<file path="config.mk">
export PLATFORM = sky130hd
export DESIGN_NAME = fft_stream_framer
export DESIGN_NICKNAME = d
export VERILOG_FILES = /design/src/rtl/fft_stream_framer.sv
export SDC_FILE = /design/constraint.sdc
export NUM_CORES = 1
export LEC_CHECK = 0
export CORE_ASPECT_RATIO = 1.1
export CORE_MARGIN = 1.5
export CORE_UTILIZATION = 47
export CTS_BUF_LIST = sky130_fd_sc_hd__clkbuf_4
export DETAILED_ROUTE_END_ITERATION = 7
export PLACE_DENSITY = 0.8
export REMOVE_ABC_BUFFERS = 1
export SLEW_MARGIN = 40
export SYNTH_ARGS = -nofsm -noshare
export SYNTH_HDL_FRONTEND = slang
export SYNTH_SLANG_ARGS = --single-unit
</file>
<file path="constraint.sdc">
create_clock -name csi_clk -period 3.3 [get_ports csi_clk]
set_clock_uncertainty 0.1 [all_clocks]
set_input_delay 0.66 -clock csi_clk [delete_from_list [all_inputs] [get_ports csi_clk]]
set_output_delay 0.66 -clock csi_clk [all_outputs]
set_load 0.005 [all_outputs]
</file>
<file path="src/rtl/fft_stream_framer.sv">
// Avalon-ST framer ahead of the FFT core: slices an unframed sample stream into
// power-of-two packets, tags each beat with the frame's inverse flag, and exposes a small CSR.
module fft_stream_framer #(
    parameter int unsigned SYMBOL_WIDTH    = 32,
    parameter int unsigned MAX_LOG2_LEN    = 12,
    parameter bit          DEFAULT_INVERSE = 1'b0
) (
    input  logic                    csi_clk,
    input  logic                    rsi_reset,
    input  logic [SYMBOL_WIDTH-1:0] asi_in_data,
    input  logic                    asi_in_valid,
    output logic                    asi_in_ready,
    output logic [SYMBOL_WIDTH:0]   aso_out_data,
    output logic                    aso_out_valid,
    output logic                    aso_out_startofpacket,
    output logic                    aso_out_endofpacket,
    input  logic                    aso_out_ready,
    input  logic [1:0]              avs_csr_address,
    input  logic                    avs_csr_write,
    input  logic [31:0]             avs_csr_writedata,
    input  logic                    avs_csr_read,
    output logic [31:0]             avs_csr_readdata
);

    localparam int unsigned DW    = SYMBOL_WIDTH + 1;
    localparam int unsigned BW    = DW + 2;
    localparam int unsigned POS_W = MAX_LOG2_LEN;
    localparam int unsigned LEN_W = 5;
    localparam logic [LEN_W-1:0] MIN_LOG2 = LEN_W'(3);
    localparam logic [LEN_W-1:0] MAX_LOG2 = LEN_W'(MAX_LOG2_LEN);

    localparam logic [1:0] ADDR_CTRL    = 2'd0;
    localparam logic [1:0] ADDR_LOG2LEN = 2'd1;
    localparam logic [1:0] ADDR_PKTCNT  = 2'd2;
    localparam logic [1:0] ADDR_POS     = 2'd3;

    logic             ctrl_inv_q,   ctrl_inv_d;
    logic             ctrl_en_q,    ctrl_en_d;
    logic [LEN_W-1:0] log2len_q,    log2len_d;
    logic [15:0]      pktcnt_q,     pktcnt_d;
    logic [POS_W-1:0] pos_q,        pos_d;
    logic             frame_inv_q,  frame_inv_d;
    logic [POS_W-1:0] frame_last_q, frame_last_d;
    logic [BW-1:0]    ent0_q,       ent0_d;
    logic [BW-1:0]    ent1_q,       ent1_d;
    logic             v0_q,         v0_d;
    logic             v1_q,         v1_d;
    logic [31:0]      rdata_q,      rdata_d;

    logic             run_c;
    logic             in_ready_c;
    logic             accept_c;
    logic             pop_c;
    logic             frame_start_c;
    logic [POS_W:0]   len_full_c;
    logic [POS_W-1:0] new_last_c;
    logic [POS_W-1:0] eff_last_c;
    logic             eff_inv_c;
    logic             eop_c;
    logic [BW-1:0]    beat_c;
    logic [LEN_W-1:0] wr_log2_c;
    logic [26:0]      wdata_unused_c;

    assign wdata_unused_c = avs_csr_writedata[31:5];

    // Frames in flight finish even if enable drops; ready depends on registered state only.
    assign run_c         = (pos_q == '0) ? ctrl_en_q : 1'b1;
    assign in_ready_c    = run_c && !v1_q;
    assign accept_c      = asi_in_valid && in_ready_c;
    assign pop_c         = v0_q && aso_out_ready;
    assign frame_start_c = (pos_q == '0);

    assign len_full_c = (POS_W+1)'(1) << log2len_q;
    assign new_last_c = POS_W'(len_full_c - (POS_W+1)'(1));
    assign eff_last_c = frame_start_c ? new_last_c : frame_last_q;
    assign eff_inv_c  = frame_start_c ? ctrl_inv_q : frame_inv_q;
    assign eop_c      = (pos_q == eff_last_c);
    assign beat_c     = {asi_in_data, eff_inv_c, frame_start_c, eop_c};

    always_comb begin
        wr_log2_c = avs_csr_writedata[LEN_W-1:0];
        if (wr_log2_c < MIN_LOG2) begin
            wr_log2_c = MIN_LOG2;
        end else if (wr_log2_c > MAX_LOG2) begin
            wr_log2_c = MAX_LOG2;
        end
    end

    // CSR writes, read mux and packet counter
    always_comb begin
        ctrl_inv_d = ctrl_inv_q;
        ctrl_en_d  = ctrl_en_q;
        log2len_d  = log2len_q;
        pktcnt_d   = pktcnt_q;
        rdata_d    = rdata_q;

        if (avs_csr_write) begin
            case (avs_csr_address)
                ADDR_CTRL: begin
                    ctrl_inv_d = avs_csr_writedata[0];
                    ctrl_en_d  = avs_csr_writedata[1];
                end
                ADDR_LOG2LEN: log2len_d = wr_log2_c;
                default: ;
            endcase
        end

        if (avs_csr_read) begin
            case (avs_csr_address)
                ADDR_CTRL:    rdata_d = {30'd0, ctrl_en_q, ctrl_inv_q};
                ADDR_LOG2LEN: rdata_d = 32'(log2len_q);
                ADDR_PKTCNT:  rdata_d = 32'(pktcnt_q);
                ADDR_POS:     rdata_d = 32'(pos_q);
                default:      rdata_d = 32'd0;
            endcase
        end

        if (pop_c && ent0_q[0]) begin
            pktcnt_d = pktcnt_q + 16'd1;
        end
    end

    // Frame position and per-frame latched parameters
    always_comb begin
        pos_d        = pos_q;
        frame_inv_d  = frame_inv_q;
        frame_last_d = frame_last_q;

        if (accept_c) begin
            pos_d = eop_c ? '0 : pos_q + POS_W'(1);
            if (frame_start_c) begin
                frame_inv_d  = ctrl_inv_q;
                frame_last_d = new_last_c;
            end
        end
    end

    // Two-entry in-order skid buffer; ent0 is the output register
    always_comb begin
        ent0_d = ent0_q;
        ent1_d = ent1_q;
        v0_d   = v0_q;
        v1_d   = v1_q;

        if (pop_c) begin
            if (v1_q) begin
                ent0_d = ent1_q;
                v1_d   = 1'b0;
            end else if (accept_c) begin
                ent0_d = beat_c;
            end else begin
                v0_d = 1'b0;
            end
        end else if (accept_c) begin
            if (!v0_q) begin
                ent0_d = beat_c;
                v0_d   = 1'b1;
            end else begin
                ent1_d = beat_c;
                v1_d   = 1'b1;
            end
        end
    end

    always_ff @(posedge csi_clk) begin
        if (rsi_reset) begin
            ctrl_inv_q   <= DEFAULT_INVERSE;
            ctrl_en_q    <= 1'b0;
            log2len_q    <= MAX_LOG2;
            pktcnt_q     <= '0;
            pos_q        <= '0;
            frame_inv_q  <= 1'b0;
            frame_last_q <= '0;
            ent0_q       <= '0;
            ent1_q       <= '0;
            v0_q         <= 1'b0;
            v1_q         <= 1'b0;
            rdata_q      <= '0;
        end else begin
            ctrl_inv_q   <= ctrl_inv_d;
            ctrl_en_q    <= ctrl_en_d;
            log2len_q    <= log2len_d;
            pktcnt_q     <= pktcnt_d;
            pos_q        <= pos_d;
            frame_inv_q  <= frame_inv_d;
            frame_last_q <= frame_last_d;
            ent0_q       <= ent0_d;
            ent1_q       <= ent1_d;
            v0_q         <= v0_d;
            v1_q         <= v1_d;
            rdata_q      <= rdata_d;
        end
    end

    assign asi_in_ready          = in_ready_c;
    assign aso_out_valid         = v0_q;
    assign aso_out_data          = ent0_q[BW-1:2];
    assign aso_out_startofpacket = ent0_q[1];
    assign aso_out_endofpacket   = ent0_q[0];
    assign avs_csr_readdata      = rdata_q;

endmodule

</file>
# Yosys cells after proc, flatten, opt, wreduce, memory -nomap -nowiden
# Cells that the tools add are included.
[totals]
reg_bits = 152
inputBits = 72
output_inout_bits = 69
word_cells = 58
[op_classes]
n_addsub = 3
magnitude_cmp = 2
n_eq_ne = 7
shift = 1
muxes = 16
n_bitwise = 1
n_reduce_logical = 16
[ops]
columns = ["cell", "count"]
rows = [
  ["$mux W35", 5],
  ["$pmux W32 S4", 1],
  ["$mux W12", 2],
  ["$add A16 B1 Y16 const B", 1],
  ["$add A12 B1 Y12 const B", 1],
  ["$eq A12 B12 Y1", 1],
  ["$logic_not A12 Y1", 1],
  ["$shl A1 B5 Y12 const A", 1],
  ["$sub A12 B1 Y12 const B", 1],
  ["$mux W5", 2],
  ["$reduce_and A3 Y1", 3],
  ["$mux W1", 6],
  ["$reduce_and A2 Y1", 3],
  ["$gt A5 B4 Y1 const B", 1],
  ["$lt A5 B2 Y1 const B", 1],
  ["$eq A2 B2 Y1 const B", 2],
  ["$logic_and A1 B1 Y1", 4],
  ["$ne A2 B2 Y1 const B", 2],
  ["$reduce_bool A2 Y1", 2],
  ["$eq A2 B1 Y1 const B", 1],
  ["$logic_not A2 Y1", 1],
  ["$ne A2 B1 Y1 const B", 1],
  ["$reduce_or A2 Y1", 1],
  ["$logic_not A1 Y1", 1],
  ["$not A1 Y1", 1],
]

# Longest topological paths before layout
# Gate-level depths: netlist (run 1).
[logic_depth]
word_depth = 7
depth_mapped = 14

# Least setup slack after synthesis (run 1)
# Ideal clock, no wire load.
[synth_timing]
kind = "register to register"
start = "register log2len_q[0]"
end = "register ent0_q[0]"
setup_time_ns = 0.074
arrival_time_ns = 3.410
t_required_ns = 3.126
setup_slack_ns = -0.285
path_stages_with_launch = 15
path_buffers = 3
synth_period_minus_slack_ns = 3.585
path_cell_list = "dfxtp_1 buf_6 or4_4 nor2_2 inv_1 ha_1 clkbuf_1 and2_1 o211a_1 nor4_1 o22ai_1 or4_1 buf_2 or4_1 a31oi_1"
[synth_between]
elab_chain_len = 7
[synth_lines]
columns = ["element", "line_no", "rtl"]
rows = [
  ["from (decl)", "39", "logic [LEN_W-1:0] log2len_q, log2len_d;"],
  ["from (signal assigned)", "182", "log2len_q <= log2len_d;"],
  ["$shl A1 B5 Y12 *", "73", "assign len_full_c = (POS_W+1)'(1) << log2len_q;"],
  ["$sub A12 B1 Y12 *", "74", "assign new_last_c = POS_W'(len_full_c - (POS_W+1)'(1));"],
  ["$mux W12 *", "n/a", ""],
  ["$eq A12 B12 Y1 *", "77", "assign eop_c = (pos_q == eff_last_c);"],
  ["$mux W35 (on tied branches)", "155, 149", ""],
  ["$mux W35 (on tied branches)", "154, 146", ""],
  ["$mux W35 *", "145", "if (pop_c) begin"],
  ["to (signal assigned)", "187", "ent0_q <= ent0_d;"],
  ["to (decl)", "44", "logic [BW-1:0] ent0_q, ent0_d;"],
]
# Mark *: on every way between the ends. The rest lies on a longest branch, timed or not. The select of a mux whose other input is x is not followed.
# A chain may end at the register's enable or synchronous reset.

# Worst setup path in the final report (run 1)
# Same ends and word-level chain as after synthesis.

==> results.json, run 1 <==
{
  "critical_path_class": "flip-flop to flip-flop",
  "ys_types": 55,
  "startpoint_type": "flip-flop",
  "r2r_start": "log2len_q[0]",
  "setup_viol": 1,
  "cp_slowest_cell": "or4_4",
  "synth-seq-cells": 136,
  "place.gp.congestion": 0.955,
  "final_cell_area_mm2": 0.00788,
  "drt_iter0_markers": 300,
  "dieArea_mm2": 0.0140,
  "critPathMaxFanout": 3,
  "timing.hold.worst.class": "flip-flop to flip-flop",
  "routedWlPerCell_um": 15.1,
  "worstPathArrival_ns": 3.70,
  "maxSlewViolCount": 0,
  "syn_area_mm2": 0.00625,
  "path_cells": "or4_4 -> nor2_4 -> inv_2 -> ha_4 -> and3_4 -> a31o_4 -> a2111oi_4 -> o22ai_1 -> or4_4 -> or4_1 -> a31oi_1",
  "rsz0062_at_grt": "true",
  "drt_drc_violations_left": 0,
  "max-cap-violations": 0,
  "dr.pass1.iters": 4,
  "peakVddDrop_v": 0.000310,
  "crit_family": "simple AND/OR/NAND/NOR gates",
  "place_ws_ns": -0.0784,
  "clock_sinks": 136,
  "routed_via_density": 5.47,
  "worst_hold_path.endpoint": "ent1_q[27]",
  "hold_buffers": 0,
  "endpoint_kind": "flip-flop",
  "antenna_found_initial": 0,
  "worst_path_most_repeated_cell": "or4_4",
  "core.rowCount": 44,
  "grt_use_total_pct": 22.3,
  "post_dp_cell_area_mm2": 0.00743,
  "cts_root_buf": "clkbuf_4",
  "finalCritPeriodShare_pct": 101,
  "tightestPinTransition_ns": 0.613,
  "grt_max_degree": 61,
  "layout_common_cells": "135 x dfxtp_1, 96 x clkdlybuf4s50_1, 92 x nor2_1",
  "p_leak_nw": 3.01,
  "fin_total_pwr_w": 0.00309,
  "clk_pin_slew_ns": 0.14,
  "seq_power_share_pct": 55.3,
  "fill_cells": 1147,
  "n_antenna_cell": 0,
  "syn_inst": 734,
  "p_sw_share_pct": 27.5,
  "grt_pass1_wl_mm": 25.0,
  "numCtsBuffers": 17,
  "synth-edff-count": 0,
  "reg2reg_to": "ent0_q[0]",
  "p_int_w": 0.00224,
  "path_buf_inv": 1,
  "wirelength_mm": 15.2,
  "dp_hpwl_mm": 10.3,
  "comb_power_share_pct": 10.7,
  "async_flop_share_pct": 0,
  "tritoncts": "built",
  "clk_latency_ns": 0.53,
  "dp.cells": 971,
  "die_h_um": 124,
  "outcome": "finished, violations left",
  "fmax_ghz": 0.299,
  "ant_nets": 0,
  "slew_headroom_pct": 59.2,
  "fin_crit_ns": 3.35,
  "max_stage_delay_ns": 0.54,
  "instances_no_fill": 1009,
  "grt_remaining_overflow": 0,
  "area_growth_syn_to_layout_pct": 26.1,
  "avgSynthCellArea_um2": 8.51,
  "drive_above_1_share_pct": 13.0,
  "hp-start": "ent1_q[27]",
  "io_buffers": 97,
  "vias": 5516,
  "cp_data_required_time_ns": 3.65,
  "power-per-cell-area_mw_per_mm2": 392,
  "holdWs_ns": 0.362,
  "pwr-share-clk_pct": 34.0,
  "fin_nets": 911,
  "grt_pass1_vias": 5155,
  "yosysWarnings": 0,
  "r2r_slack_ns": -0.05,
  "switchingPower_w": 0.000848,
  "setup_ws_ns": -0.0495,
  "seq_area_frac_synth_pct": 43.6,
  "layout_commonest_cell": "dfxtp_1",
  "ff2ff_path_depth": 11,
  "h-tree-depth": 4,
  "start_util_pct": 47.7,
  "die_w_um": 113,
  "whs_path_depth": 2,
  "ys.flop_type": "dfxtp_1",
  "core_area_mm2": 0.0131,
  "cp-startpoint": "log2len_q[0]",
  "violations": "setup timing",
  "cts_buffer_depth": 2,
  "hold_viol": 0,
  "ios": 141
}
==> layout make-up <==
class	instances	area, um^2	area share, %
Multi-Input combinational cell	532	3340	42.4
Sequential cell	136	2720	34.6
Tap cell	161	201	2.56
Inverter	12	45.0	0.572
Clock buffer	17	128	1.62
Clock inverter	15	144	1.83
Timing Repair Buffer	136	1300	16.5
==> tightest hold or removal path, stage by stage, from the launching register on <==
cell	delay, ns
dfxtp_1	0.33
nand2_1	0.05
a21oi_1	0.05
==> power by group through the flow <==
| stage | logic [W] | clock network (W) | registers, W |
|---|---|---|---|
| 2_1_floorplan | 0.000127 | 0 | 0.00174 |
| 3_3_place_gp | 0.000320 | 0 | 0.00174 |
| 3_5_place_dp | 0.000324 | 0 | 0.00174 |
| 4_1_cts | 0.000327 | 0.00108 | 0.00171 |
| 5_1_grt | 0.000363 | 0.00115 | 0.00171 |
| 6_report | 0.000330 | 0.00105 | 0.00171 |
==> flip-flops by register name, summed over array words and instances (netlist names) <==
name	cells
avs_csr_readdata	16
log2len_q	5
frame_inv_q	1
aso_out_valid	1
frame_last_q	12
pos_q	12
pktcnt_q	16
ent0_q	35
ent1_q	35
ctrl_en_q	1
v1_q	1
ctrl_inv_q	1
==> Yosys cell counts, types with 4 or more instances <==
master	number	area, um^2
a211oi_1	50	375
o21ai_0	10	50.1
clkbuf_1	42	158
nor2b_1	14	87.6
inv_1	12	45.0
nand2_1	86	323
xnor2_1	7	61.3
buf_4	16	120
nand4_1	11	68.8
mux2i_1	42	420
buf_1	5	18.8
nor3_1	21	105
xor2_1	19	166
nand3_1	18	90.1
nand2b_1	9	56.3
a31oi_1	4	25.0
nor2_1	93	349
or3_1	4	25.0
and3_1	10	62.6
mux2_2	10	113
nor4_1	5	31.3
a21oi_1	60	300
buf_2	5	25.0
dfxtp_1	136	2720
ha_1	4	50.1
==> cells by family after synthesis <==
| logic type | synth area share [%] |
|---|---|
| simple gates | 21.0 |
| compound gates | 15.6 |
| flops | 43.6 |
| buf+inv | 6.05 |
| mux | 9.25 |
| xor+xnor | 3.64 |
| fa+ha+maj | 0.801 |
| other cells | 0.0600 |
==> routing by layer <==
layer | up-vias | routed length, um | share of wire (%) | GRT usage [%]
li1 | 2751 | - | - | -
met2 | 186 | 7230 | 47 | 36.9
met4 | 0 | 372 | 2.4 | 8.20
met3 | 37 | 1350 | 8.8 | 7.64
met5 | - | 0 | 0 | 0
met1 | 2542 | 6300 | 41 | 27.2
==> worst max-delay path by stage <==
stage	end	cells past startpoint
after detailed placement	ent0_q[0]	11
after CTS	pos_q[3]	14
after floorplan	ent0_q[2]	4
after global placement	ent0_q[0]	11
final	ent0_q[0]	11
after global routing	ent0_q[0]	11
==> through the flow <==
| stage | TNS [ns] | util [%] |
|---|---|---|
| finish | -0.0495 | 60.1 |
| global route | -0.795 | 60.1 |
| CTS | -0.0408 | 59.6 |
| detailed placement | -0.0784 | 56.7 |
| global placement | 0 | 56.7 |
| floorplan | -74.51 | - |
==> timing repair <==
action / in CTS / in global routing
buffers inserted: 4 / 2
pin swaps: 1 / 9
gates resized for setup: 14 / 13
cloned: 1 / 0
setup endpoints to repair: 2 / 13
Note: power is estimated with default switching activity, not from simulation.
==> run 2, diff against run 1 <==
Settings changed: ABC_AREA set to 1, CORE_UTILIZATION 47 to 48, PLACE_DENSITY 0.8 to 0.81.
==> run 2 against run 1 <==
The run now ends clean. Via count grew 13%. Worst setup slack gained 0.27 ns. Clock-buffer cell count rose by 2. Critical path depth down 1.
==> results.json, run 2 <==
{
  "grt_pass1_vias": 5658,
  "postCtsSetupBuffers": 0,
  "wirelength_mm": 15.9,
  "met1_length_mm": 6.81,
  "cp_data_required_time_ns": 2.54,
  "outcome": "complete, no violations",
  "path_buf_inv": 4,
  "vias": 6246,
  "avgSynthCellArea_um2": 6.98,
  "drive_above_1_share_pct": 8.79,
  "yosysWarnings": 0,
  "p_int_w": 0.00298,
  "ios": 141,
  "numCtsBuffers": 17,
  "top_layer": "met4",
  "ys.flop_type": "dfxtp_1",
  "wl_met3_mm": 1.45,
  "hold_buffers": 0,
  "synth-seq-cells": 136,
  "peakVddDrop_v": 0.000380,
  "p_leak_nw": 3.43,
  "slew_headroom_pct": 52.9,
  "wl_met2_mm": 7.29,
  "dp.cells": 1187,
  "setup_viol": 0,
  "fmax_ghz": 0.325,
  "die_h_um": 126,
  "fin_nets": 1098,
  "worstPathArrival_ns": 2.32,
  "drt_drc_violations_left": 0,
  "tightestPinTransition_ns": 0.704,
  "layout_common_cells": "188 x nand2_1, 136 x dfxtp_1, 117 x nor2_1",
  "fill_cells": 1246,
  "max-cap-violations": 0,
  "multi_input_area_mm2": 0.00317,
  "place.gp.congestion": 0.927,
  "rsz0062_at_grt": "false",
  "ctsResizeCount": 0,
  "fin_crit_ns": 3.08,
  "cp_slowest_cell": "clkdlybuf4s50_1",
  "syn_area_mm2": 0.00655,
  "synth_top_cell_by_area": "dfxtp_1",
  "antenna_found_initial": 0,
  "area_growth_syn_to_layout_pct": 21.9,
  "place_ws_ns": 0.473,
  "core.rowCount": 44,
  "dieArea_mm2": 0.0144,
  "layout_commonest_cell": "nand2_1",
  "grt_max_degree": 113,
  "die_w_um": 114,
  "synth_top_area_share_pct": 41.6,
  "clk_latency_ns": 0.56,
  "cts_buffer_depth": 2,
  "clock_sinks": 136,
  "hold_viol": 0,
  "path_cells": "inv_1 -> ha_1 -> nand2_1 -> nor2_1 -> nand2_2 -> inv_2 -> nand2_2 -> nand2_1 -> inv_1 -> clkdlybuf4s50_1",
  "grt_pass1_wl_mm": 26.8,
  "synth_most_common_cell": "nand2_1",
  "io_buffers": 97,
  "pwr-share-clk_pct": 33.0,
  "setup_ws_ns": 0.219,
  "comb_power_share_pct": 22.6,
  "grt_remaining_overflow": 0,
  "start_util_pct": 49.4,
  "critPathMaxFanout": 5,
  "tritoncts": "built",
  "h-tree-depth": 4,
  "synth-edff-count": 0,
  "core_area_mm2": 0.0133,
  "routed_via_density": 5.12,
  "cts_root_buf": "clkbuf_4",
  "maxSlewViolCount": 0,
  "largestRegisters": "ent0_q: 35 flops, ent1_q: 35 flops",
  "seq_area_frac_synth_pct": 41.6,
  "instances_no_fill": 1219,
  "switchingPower_w": 0.00122,
  "p_sw_share_pct": 29.0,
  "startpoint_type": "flip-flop",
  "fin_total_pwr_w": 0.00420,
  "crit_family": "buffers and inverters",
  "syn_inst": 938,
  "dr.pass1.iters": 5,
  "clk_pin_slew_ns": 0.11,
  "seq_power_share_pct": 44.4,
  "grt_use_total_pct": 23.2,
  "max_stage_delay_ns": 0.46,
  "synth_common_cells": "189 x nand2_1, 136 x dfxtp_1, 118 x nor2_1",
  "ff_latch_area_mm2": 0.00272,
  "async_flop_share_pct": 0,
  "drt_iter0_markers": 356,
  "yosys-top-cells-area": "dfxtp_1 42%, nand2_1 11%, o21ai_0 8.7%, nor2_1 6.8%, inv_1 5.6%",
  "finalCritPeriodShare_pct": 93.4,
  "endpoint_kind": "output pin",
  "power-per-cell-area_mw_per_mm2": 526,
  "routedWlPerCell_um": 13.1,
  "n_antenna_cell": 0,
  "timing.hold.worst.class": "flip-flop to flip-flop",
  "ant_nets": 0,
  "critical_path_class": "flip-flop to output pin",
  "ys_types": 39,
  "dp_hpwl_mm": 11.0
}
-- run 2: changes by cell type after synthesis, sizes merged, moves of 23 or more --
| cell | change |
|---|---|
| nor2 | +43 |
| mux2i | -42 |
| nand2 | +109 |
| o21ai | +108 |
| a31oi | +36 |
| nand3 | +27 |
| inv | +91 |
| a21oi | -23 |
| a211oi | -48 |
-- run 2: worst min-delay path, cell delays in order, from the launching register on --
cell	delay (ns)
dfxtp_1	0.31
inv_1	0.05
a21oi_1	0.06
-- run 2: routing by layer --
| layer | up-vias | GRT usage [%] |
|---|---|---|
| met4 | 0 | 8.75 |
| met2 | 206 | 36.8 |
| met3 | 34 | 8.48 |
| met1 | 2793 | 28.8 |
| li1 | 3213 | - |
| met5 | - | 0 |
-- run 2: cells by family after synthesis --
logic type               share of synthesized area (%)
other                                           0.0573
buffers and inverters                             10.9
adder cells (fa/ha/maj)                          0.764
flip-flops                                        41.6
XOR/XNOR                                         0.936
AO/OA/AOI/OAI                                     18.3
AND/OR/NAND/NOR                                   27.4
-- run 2: power groups by stage --
stage | combinational [W] | clock [W] | sequential [W]
floorplan | 0.000512 | 0 | 0.00189
global placement | 0.000928 | 0 | 0.00190
finish | 0.000949 | 0.00138 | 0.00186
detailed placement | 0.000941 | 0 | 0.00190
CTS | 0.000948 | 0.00141 | 0.00186
global route | 0.00106 | 0.00148 | 0.00188
-- run 2: layout make-up --
cell class,count,share of cell area (%)
inverters,105,4.95
flip-flops and latches,136,34.1
repair buffers,110,13.7
well taps,184,2.88
clock inverters,13,2.82
clock buffers,19,1.79
multi-input cells,652,39.7
-- run 2: final timing paths --
path | startpoint | endpoint | slack, ns | depth (start not counted)
min | frame_inv_q | frame_inv_q | 0.36 | 2
min reg2reg | frame_inv_q | frame_inv_q | 0.36 | 2
max | pos_q[1] | asi_in_ready | 0.22 | 10
max reg2reg | log2len_q[2] | pos_q[1] | 0.64 | 17
-- run 2: stage by stage --
step                area, um^2  TNS [ns]  util, %  hold WS [ns]
finish                    7980         0     60.2         0.358
floorplan                 6280    -10.12        -         0.327
global placement          7610         0     57.4         0.335
CTS                       7980         0     60.1         0.357
global route              7980         0     60.2         0.383
detailed placement        7610         0     57.4         0.342
==> run 3, diff against run 2 <==
Settings changed: CORE_ASPECT_RATIO 1.1 to 1.5, CTS_CLUSTER_SIZE set to 14.
==> run 3 against run 2 <==
Fmax down 1.2%. Non-clock buffer count decreased by 1. Clock power shrank 23%.
==> results.json, run 3 (synthesis results as in run 2) <==
{
  "peakVddDrop_v": 0.000338,
  "critical_path_class": "flip-flop to output pin",
  "endpoint_kind": "output pin",
  "cp_data_required_time_ns": 2.54,
  "cp-startpoint": "pos_q[1]",
  "setup_tns_ns": 0,
  "antenna_found_initial": 1,
  "clk_latency_ns": 0.55,
  "ant_nets": 0,
  "drt_drc_violations_left": 0,
  "die_w_um": 98.4,
  "grt_pass1_vias": 6088,
  "core_area_mm2": 0.0134,
  "ff2ff_path_depth": 17,
  "r2r_slack_ns": 0.66,
  "critPathMaxFanout": 5,
  "ios": 141,
  "routed_via_density": 5.26,
  "die_h_um": 146,
  "reg2reg_to": "pos_q[6]",
  "tightestPinTransition_ns": 0.621,
  "routedWlPerCell_um": 13.6,
  "cts_buffer_depth": 2,
  "r2r_start": "log2len_q[2]",
  "grt_remaining_overflow": 0,
  "maxSlewViolCount": 0,
  "fin_nets": 1097,
  "max-cap-violations": 0,
  "layout_commonest_cell": "nand2_1",
  "holdWs_ns": 0.356,
  "area_growth_syn_to_layout_pct": 19.8,
  "wirelength_mm": 16.3,
  "cts_root_buf": "clkbuf_4",
  "slew_headroom_pct": 58.5,
  "fin_crit_ns": 3.12,
  "drt_iter0_markers": 296,
  "outcome": "complete, no violations",
  "io_buffers": 97,
  "grt_max_degree": 44,
  "finalCritPeriodShare_pct": 94.5,
  "dieArea_mm2": 0.0144,
  "power-per-cell-area_mw_per_mm2": 492,
  "dr.pass1.iters": 5,
  "whs_path_depth": 2,
  "rsz0062_at_grt": "false",
  "grt_pass1_wl_mm": 27.4,
  "vias": 6291,
  "worst_hold_path.endpoint": "frame_inv_q",
  "h-tree-depth": 4,
  "clk_pin_slew_ns": 0.14,
  "startpoint_type": "flip-flop",
  "hold_viol": 0,
  "clock_sinks": 136,
  "setup_viol": 0,
  "dp_hpwl_mm": 11.6,
  "tritoncts": "built",
  "largestRegisters": "ent0_q: 35 flops, ent1_q: 35 flops",
  "timing.hold.worst.class": "flip-flop to flip-flop",
  "hp-start": "frame_inv_q",
  "layout_common_cells": "189 x nand2_1, 135 x dfxtp_1, 117 x nor2_1",
  "drive_above_1_share_pct": 8.80,
  "fin_util_pct": 58.6,
  "fin_total_pwr_w": 0.00386,
  "fmax_ghz": 0.321,
  "worstPathArrival_ns": 2.36,
  "p_leak_nw": 3.38,
  "core.rowCount": 52,
  "start_util_pct": 48.9,
  "grt_use_total_pct": 23.2,
  "numCtsBuffers": 17,
  "place.gp.congestion": 0.933
}
## run 3: cell types whose count changed in the layout (fill, tap and decap cells not counted), moves of 2 or more
cell / previous run / this run
inv_6: 1 / 7
bufinv_16: 6 / 1
clkbuf_4: 19 / 17
clkinv_1: 3 / 1
clkinvlp_4: 2 / 4
## run 3: per-stage QoR
step | cells | setup slack [ns] | area (um^2)
after floorplan | 893 | -0.293 | 6280
after global placement | 1164 | 0.477 | 7580
after detailed placement | 1164 | 0.444 | 7580
after CTS | 1196 | 0.115 | 7840
after global routing | 1197 | 0.0143 | 7850
final | 1197 | 0.182 | 7850
## run 3: where the power goes
group / total (W) / internal, W / switching (W)
combinational: 0.000935 / 0.000423 / 0.000512
sequential: 0.00187 / 0.00179 / 0.0000811
clock: 0.00106 / 0.000387 / 0.000669
## run 3: worst max-delay path by stage
stage                   end  cells after the start
3_5_place_dp   pktcnt_q[15]                     12
3_3_place_gp   pktcnt_q[15]                     12
2_1_floorplan    ent0_q[10]                      8
4_1_cts        asi_in_ready                     10
5_1_grt        asi_in_ready                     10
6_report       asi_in_ready                     10
## run 3: layout make-up
| cell class | count | area [um^2] |
|---|---|---|
| Tap cell | 162 | 203 |
| Sequential cell | 136 | 2720 |
| Fill cell | 1243 | 5560 |
| Timing Repair Buffer | 109 | 1090 |
| Antenna cell | 1 | 2.50 |
| Clock buffer | 17 | 128 |
| Clock inverter | 15 | 140 |
| Multi-Input combinational cell | 652 | 3170 |
| Inverter | 105 | 395 |
## run 3: routing by layer
layer  share of wire, %  vias up  GRT usage [%]
li1                   -     3211              -
met1                 39     2843           25.6
met2                 50      184           40.3
met3                6.1       53           6.75
met4                4.4        0           11.8
met5                  0        -              0
## run 3: what timing repair did
item | in CTS | in global routing
hold buffers | 0 | 0
resized for setup | 0 | 1
setup endpoints to repair | 0 | 1
buffers inserted | 0 | 0
## run 3: critical path, cell delays in order (launching register included)
cell	delay, ns
dfxtp_1	0.35
inv_1	0.13
ha_1	0.22
nand2_1	0.06
nor2_1	0.12
nand2_1	0.16
inv_2	0.13
nand2_2	0.08
nand2_1	0.08
inv_1	0.04
clkdlybuf4s50_1	0.43
